### src/rtl/opti_frame_ctrl.sv
// Frame controller for the cascaded-SOS IIR datapath: gates sample acceptance and pipeline
// advance, registers final-stage results under ready/valid backpressure, and tracks frames.
module opti_frame_ctrl #(
   parameter int DATA_W    = 24,
   parameter int FRAME_LEN = 2048,
   parameter int ADDR_W    = 11,
   parameter int SETTLE_N  = 8,
   parameter int TIMEOUT   = 1024
) (
   input  logic              clk,
   input  logic              rst,
   input  logic              start,
   input  logic              abort,
   input  logic              mode_cont,
   input  logic              in_valid,
   output logic              in_ready,
   input  logic              sos_out_valid,
   input  logic [DATA_W-1:0] sos_out_data,
   input  logic              out_ready,
   output logic              pipeline_en,
   output logic [DATA_W-1:0] data_out,
   output logic              data_out_valid,
   output logic [ADDR_W-1:0] addr,
   output logic              stable_out,
   output logic              filter_done,
   output logic [15:0]       frame_cnt,
   output logic              timeout_err
);

   typedef enum logic [1:0] {IDLE, RUN, DONE, ERR} state_t;

   localparam int              WD_W     = $clog2(TIMEOUT + 1);
   localparam logic [ADDR_W:0] LEN      = (ADDR_W + 1)'(FRAME_LEN);
   localparam logic [WD_W-1:0] WD_LIMIT = WD_W'(TIMEOUT);

   state_t          state, state_next;
   logic [ADDR_W:0] in_cnt, out_cnt;
   logic [WD_W-1:0] wd_cnt, wd_inc;
   logic            load, accept, stall, wd_expire, frame_end;

   // The pipeline only advances when the output register can take whatever emerges this cycle.
   always_comb begin
      pipeline_en = (state == RUN) && (!data_out_valid || out_ready);
      in_ready    = pipeline_en && (in_cnt < LEN);
      filter_done = (state == DONE);
      load        = sos_out_valid && pipeline_en && (out_cnt < LEN);
      accept      = in_valid && in_ready;
      stall       = pipeline_en && (in_cnt > out_cnt) && !sos_out_valid;
      wd_inc      = wd_cnt + 1'b1;
      wd_expire   = stall && (wd_inc == WD_LIMIT);
      frame_end   = (state == RUN) && (out_cnt == LEN) && !data_out_valid;
   end

   always_comb begin
      state_next = state;
      if (abort) begin
         state_next = IDLE;
      end else begin
         case (state)
            IDLE:    if (start) state_next = RUN;
            RUN: begin
               if (wd_expire)      state_next = ERR;
               else if (frame_end) state_next = DONE;
            end
            DONE:    state_next = mode_cont ? RUN : IDLE;
            default: state_next = ERR;
         endcase
      end
   end

   always_ff @(posedge clk or posedge rst) begin
      if (rst) state <= IDLE;
      else     state <= state_next;
   end

   // Abort clears everything except frame_cnt, which survives until the next start from IDLE.
   always_ff @(posedge clk or posedge rst) begin
      if (rst) begin
         in_cnt         <= '0;
         out_cnt        <= '0;
         wd_cnt         <= '0;
         data_out       <= '0;
         data_out_valid <= 1'b0;
         addr           <= '0;
         stable_out     <= 1'b0;
         frame_cnt      <= '0;
         timeout_err    <= 1'b0;
      end else if (abort) begin
         in_cnt         <= '0;
         out_cnt        <= '0;
         wd_cnt         <= '0;
         data_out       <= '0;
         data_out_valid <= 1'b0;
         addr           <= '0;
         stable_out     <= 1'b0;
         timeout_err    <= 1'b0;
      end else begin
         if (state == IDLE && start) begin
            frame_cnt  <= '0;
            in_cnt     <= '0;
            out_cnt    <= '0;
            stable_out <= 1'b0;
         end
         if (state == DONE) begin
            in_cnt     <= '0;
            out_cnt    <= '0;
            stable_out <= 1'b0;
         end
         if (accept) in_cnt <= in_cnt + 1'b1;
         if (load) begin
            data_out       <= sos_out_data;
            addr           <= out_cnt[ADDR_W-1:0];
            out_cnt        <= out_cnt + 1'b1;
            data_out_valid <= 1'b1;
            if (int'(out_cnt) + 1 >= SETTLE_N) stable_out <= 1'b1;
         end else if (out_ready) begin
            data_out_valid <= 1'b0;
         end
         // Only stalls with the pipeline free to move count; backpressure holds never do.
         if (state != RUN || sos_out_valid) wd_cnt <= '0;
         else if (stall)                    wd_cnt <= wd_inc;
         if (wd_expire) begin
            timeout_err <= 1'b1;
            wd_cnt      <= '0;
         end
         if (frame_end) frame_cnt <= frame_cnt + 1'b1;
      end
   end

endmodule

### config.mk
export PLATFORM = sky130hd
export DESIGN_NAME = opti_frame_ctrl
export DESIGN_NICKNAME = d
export VERILOG_FILES = /design/src/rtl/opti_frame_ctrl.sv
export SDC_FILE = /design/constraint.sdc
export NUM_CORES = 1
export LEC_CHECK = 0
export CAP_MARGIN = 20
export CORE_ASPECT_RATIO = 0.8
export CORE_MARGIN = 2
export CORE_UTILIZATION = 35
export CTS_BUF_LIST = sky130_fd_sc_hd__clkbuf_4 sky130_fd_sc_hd__clkbuf_8
export CTS_CLUSTER_SIZE = 28
export DETAILED_ROUTE_END_ITERATION = 10
export GPL_TIMING_DRIVEN = 0
export PLACE_DENSITY_LB_ADDON = 0.05
export SYNTH_ARGS = -nofsm -noshare
export SYNTH_HDL_FRONTEND = slang
export SYNTH_SLANG_ARGS = --single-unit
### constraint.sdc
create_clock -name clk -period 6.8 [get_ports clk]
set_clock_uncertainty 0.1 [all_clocks]
set_input_delay 1.36 -clock clk [delete_from_list [all_inputs] [get_ports clk]]
set_output_delay 1.36 -clock clk [all_outputs]
set_load 0.01 [all_outputs]
Word level (Yosys, flattened, before mapping)
Cells that the tools add are included.
Widths: inputs -> output; s select.
{"block": "word_totals", "reg_bits": 91, "elab_cells": 84, "output_inout_bits": 57, "in_bits": 32}
{"block": "classes", "addsub": 5, "muxes": 32, "magnitude_cmp": 4, "n_reduce_logical": 25, "n_bitwise": 1, "n_eq_ne": 7}
{"cell": "$mux 12", "count": 6}
{"cell": "$mux 11", "count": 6}
{"cell": "$mux 24", "count": 2}
{"cell": "$mux 16", "count": 2}
{"cell": "$add 12x1->12 const B", "count": 2}
{"cell": "$lt 12x12->1 const B", "count": 2}
{"cell": "$add 16x1->16 const B", "count": 1}
{"cell": "$add 12x1->13 const B", "count": 1}
{"cell": "$ge 13x4->1 const B", "count": 1}
{"cell": "$eq 12x12->1 const B", "count": 1}
{"cell": "$gt 12x12->1", "count": 1}
{"cell": "$reduce_bool 4->1", "count": 3}
{"cell": "$add 11x1->11 const B", "count": 1}
{"cell": "$eq 11x11->1 const B", "count": 1}
{"cell": "$logic_and 1x1->1", "count": 11}
{"cell": "$mux 1", "count": 11}
{"cell": "$mux 2", "count": 4}
{"cell": "$pmux 2 s3", "count": 1}
{"cell": "$reduce_bool 2->1", "count": 3}
{"cell": "$ne 4x4->1 const B", "count": 1}
{"cell": "$reduce_and 2->1", "count": 2}
{"cell": "$ne 3x3->1 const B", "count": 1}
{"cell": "$reduce_bool 3->1", "count": 1}
{"cell": "$eq 2x1->1 const B", "count": 1}
{"cell": "other kinds (6)", "count": 8}

Logic depth before layout (Yosys ltp)
{"block": "logic_depth", "word_depth": 9, "ltp_mapped": 10, "depth_no_buf": 8}

Least setup slack after synthesis
Ideal clock, no wire load.
{"block": "synth_timing", "kind": "input to output", "from": "in out_ready", "to": "out in_ready", "arrival_ns": 1.858, "t_required_ns": 5.340, "setup_slack_ns": 3.482, "stages": 2, "path_buffers": 0, "path_cell_list": "nor2b_1 nor3_1"}
{"block": "synth_between", "elab_chain_cells": 3}
{"element": "from (decl)", "line": "19", "text": "input logic out_ready,"}
{"element": "$logic_or 1x1->1", "line": "43", "text": "pipeline_en = (state == RUN) && (!data_out_valid || out_ready);"}
{"element": "$logic_and 1x1->1", "line": "43"}
{"element": "$logic_and 1x1->1", "line": "44", "text": "in_ready = pipeline_en && (in_cnt < LEN);"}
{"element": "to (decl)", "line": "16", "text": "output logic in_ready,"}
Every way passes these cells.

Worst setup path after layout
Ends and elaborated chain as after synthesis.

==> results.txt <==
Status: finished clean
Setup CP Type: in2out
Worst path slowest cell: clkdlybuf4s50_1
Crit Path Max Fanout: 4
Max clock buf depth: 2
Top delay family on crit path: buffers and inverters
Hold Path End: wd_cnt[10]$_DFFE_PP0P_
Clock sinks: 91
Via count: 4239
CP required: 5340 ps
H-tree depth: 3
Maxcap violations: 0
Register area share after synthesis: 47.67%
Setup repair bufs after CTS: 0
WL final: 12560 um
Fin nets: 695
CP most frequent cell: clkdlybuf4s50_1
Pin count of the biggest net entering global routing: 59
Residual DRC: 0
Hold path depth: 1
Tcrit/Tclk final: 66.65%
Reg clk slew, reported paths: 80 ps
Distinct cells, synth: 48
Final Hold Vio Count: 0
CTS root buf: clkbuf_8
Worst R2R Path Depth: 10
Main synth FF type: dfrtp_1
Reg-to-reg startpoint: out_cnt[5]$_DFFE_PP0P_
Post-CTS Resized: 0
Critical path, cell by cell: clkdlybuf4s50_1 > nor2b_1 > nor3_1 > clkdlybuf4s50_1
Fill cells: 1349
Fin. max-slew vios: 0
PortBufs: 88
PD cells: 165.6 mW/mm^2
N_diodes: 0
Vias in the first global route: 3894
Rows: 38
Final core occ: 45.35%
First-pass GRT wire length: 20560 um
Worst-Margin Slew: 868.2 ps
Reg2Reg Setup Slack: 3760 ps
CTS Buf Count: 9
Synthesis warning total: 0
Synth Register Bits: 91
Synth Cell Area: 0.004777 mm^2
CTS tree: built
Post-Syn Instances: 545
GRT Total Usage: 18.09%
Antenna viol nets, final: 0
Clock Latency Late Sink: 380 ps
IO Count: 89
Routed len/inst: 15.13 um
WHS: 385.0 ps
DRT iter0 DRCs: 233
Layout cells sized above 1: 4.154%
Startpoint class of the critical path: input port
Detailed placement HPWL: 9087 um
Slowest Stage Delay on Critical Path: 650 ps
Initial antenna violation count: 0
Core box area: 0.01346 mm^2
CP Capture Type: output pin
RSZ-0062 raised after global routing: false
Share of flip-flops with an asynchronous set or reset: 100.0%
CP Launch Point: out_ready
Synth Net Count: 595
Worst R2R End: wd_cnt[5]$_DFFE_PP0P_
Synth-to-layout area growth: 27.74%
Max-slew headroom: 41.97%
Total die area: 0.01461 mm^2
Worst hold path class: reg2reg
Via density: 5.107
FMAX: 0.2207 GHz
Worst endpoint data arrival time: 3070 ps
GP Congestion: 0.8711
Initial Util: 35.50%
Grt ovf: 0
Final min period: 4532 ps
Setup violators final: 0
Die height: 108.5 um
Post-synth EDFFs: 0
Sum of buffers and inverters on the critical path: 2
Post-CTS Hold Buffers: 0
Synth Area per Inst: 8.765 um^2
Hold Crit Start: wd_cnt[10]$_DFFE_PP0P_
Worst vdd ir: 0.07374 mV
Drt pass-1 iters: 4
Fin Setup TNS: 0 ps
Die width: 134.6 um
Pleak: 2.515 nW
-- report_power, final --
part | switching (W) | internal, W
registers | 0.00000500 | 0.000548
clock network | 0.000204 | 0.000153
logic | 0.0000574 | 0.0000429
total | 0.000266 | 0.000744
-- logic make-up after synthesis --
group           count (synthesis)  share of synthesized area [%]
compound gates                138                          17.52
fa+ha+maj                      18                          4.715
flops                          91                          47.67
xor+xnor                       13                          2.383
mux                             2                         0.4714
buf+inv                        46                          3.667
simple gates                  237                          23.57
-- placed cells by master (no fill, tap or decap), types with 11 or more instances in the layout --
cell,Yosys,routed
nand2_1,99,99
a21oi_1,52,52
nand4_1,15,15
clkbuf_8,0,11
ha_1,18,18
clkdlybuf4s50_1,0,88
inv_1,20,19
nand3_1,16,16
and3_1,11,11
dfrtp_1,91,91
nor2_1,50,50
o21ai_0,41,41
clkbuf_1,24,24
-- through the flow --
step / cell area (um^2) / total power, W / worst slack [ps] / cells
floorplan: 4777 / 0.0006103 / 2976 / 545
global placement: 5883 / 0.0006630 / 1305 / 813
detailed placement: 5913 / 0.0006658 / 2293 / 814
CTS: 6102 / 0.001032 / 2268 / 830
global route: 6102 / 0.001063 / 2191 / 830
finish: 6102 / 0.001011 / 2268 / 830
-- flip-flops by register name, summed over array words and instances (netlist names) --
name and cells:
frame_cnt 16, addr 11, timeout_err 1, wd_cnt 11
state 2, stable_out 1, data_out_valid 1, data_out 24
out_cnt 12, in_cnt 12
-- synthesized netlist by cell type (all sizes together), types with 11 or more instances --
cell type,instances,share of area (%)
clkbuf,24,1.9
a21oi,52,5.4
nand4,15,2.0
inv,20,1.6
nand3,17,2.0
dfrtp,91,48
and3,11,1.4
nand2,99,7.8
nor2,50,3.9
ha,18,4.7
o21ai,41,4.3
-- routing by layer --
metal	up-vias	part of all wire (%)	GRT usage (%)
met3	9	5.4	5.157
met2	106	42	26.20
met5	-	0	0
met4	0	1.1	4.286
li1	2114	-	-
met1	2010	51	26.63
-- final cells by class --
type,instances,area (um^2),area share [%]
clock inverters,5,37.54,0.6151
flip-flops and latches,91,2277,37.32
well taps,180,225.2,3.691
plain buffers,26,100.1,1.640
inverters,20,77.57,1.271
repair buffers,89,908.4,14.89
clock buffers,11,151.4,2.481
multi-input cells,408,2325,38.10
-- how the worst max path moves through the flow --
stage / to / slack [ps] / cells past startpoint
floorplan: addr[0]$_DFFE_PP0P_ / 2980 / 1
global placement: wd_cnt[2]$_DFFE_PP0P_ / 1310 / 2
detailed placement: in_ready / 2290 / 4
CTS: in_ready / 2270 / 4
global route: in_ready / 2190 / 4
finish: in_ready / 2270 / 4
Power figures use the tool's default switching activity.
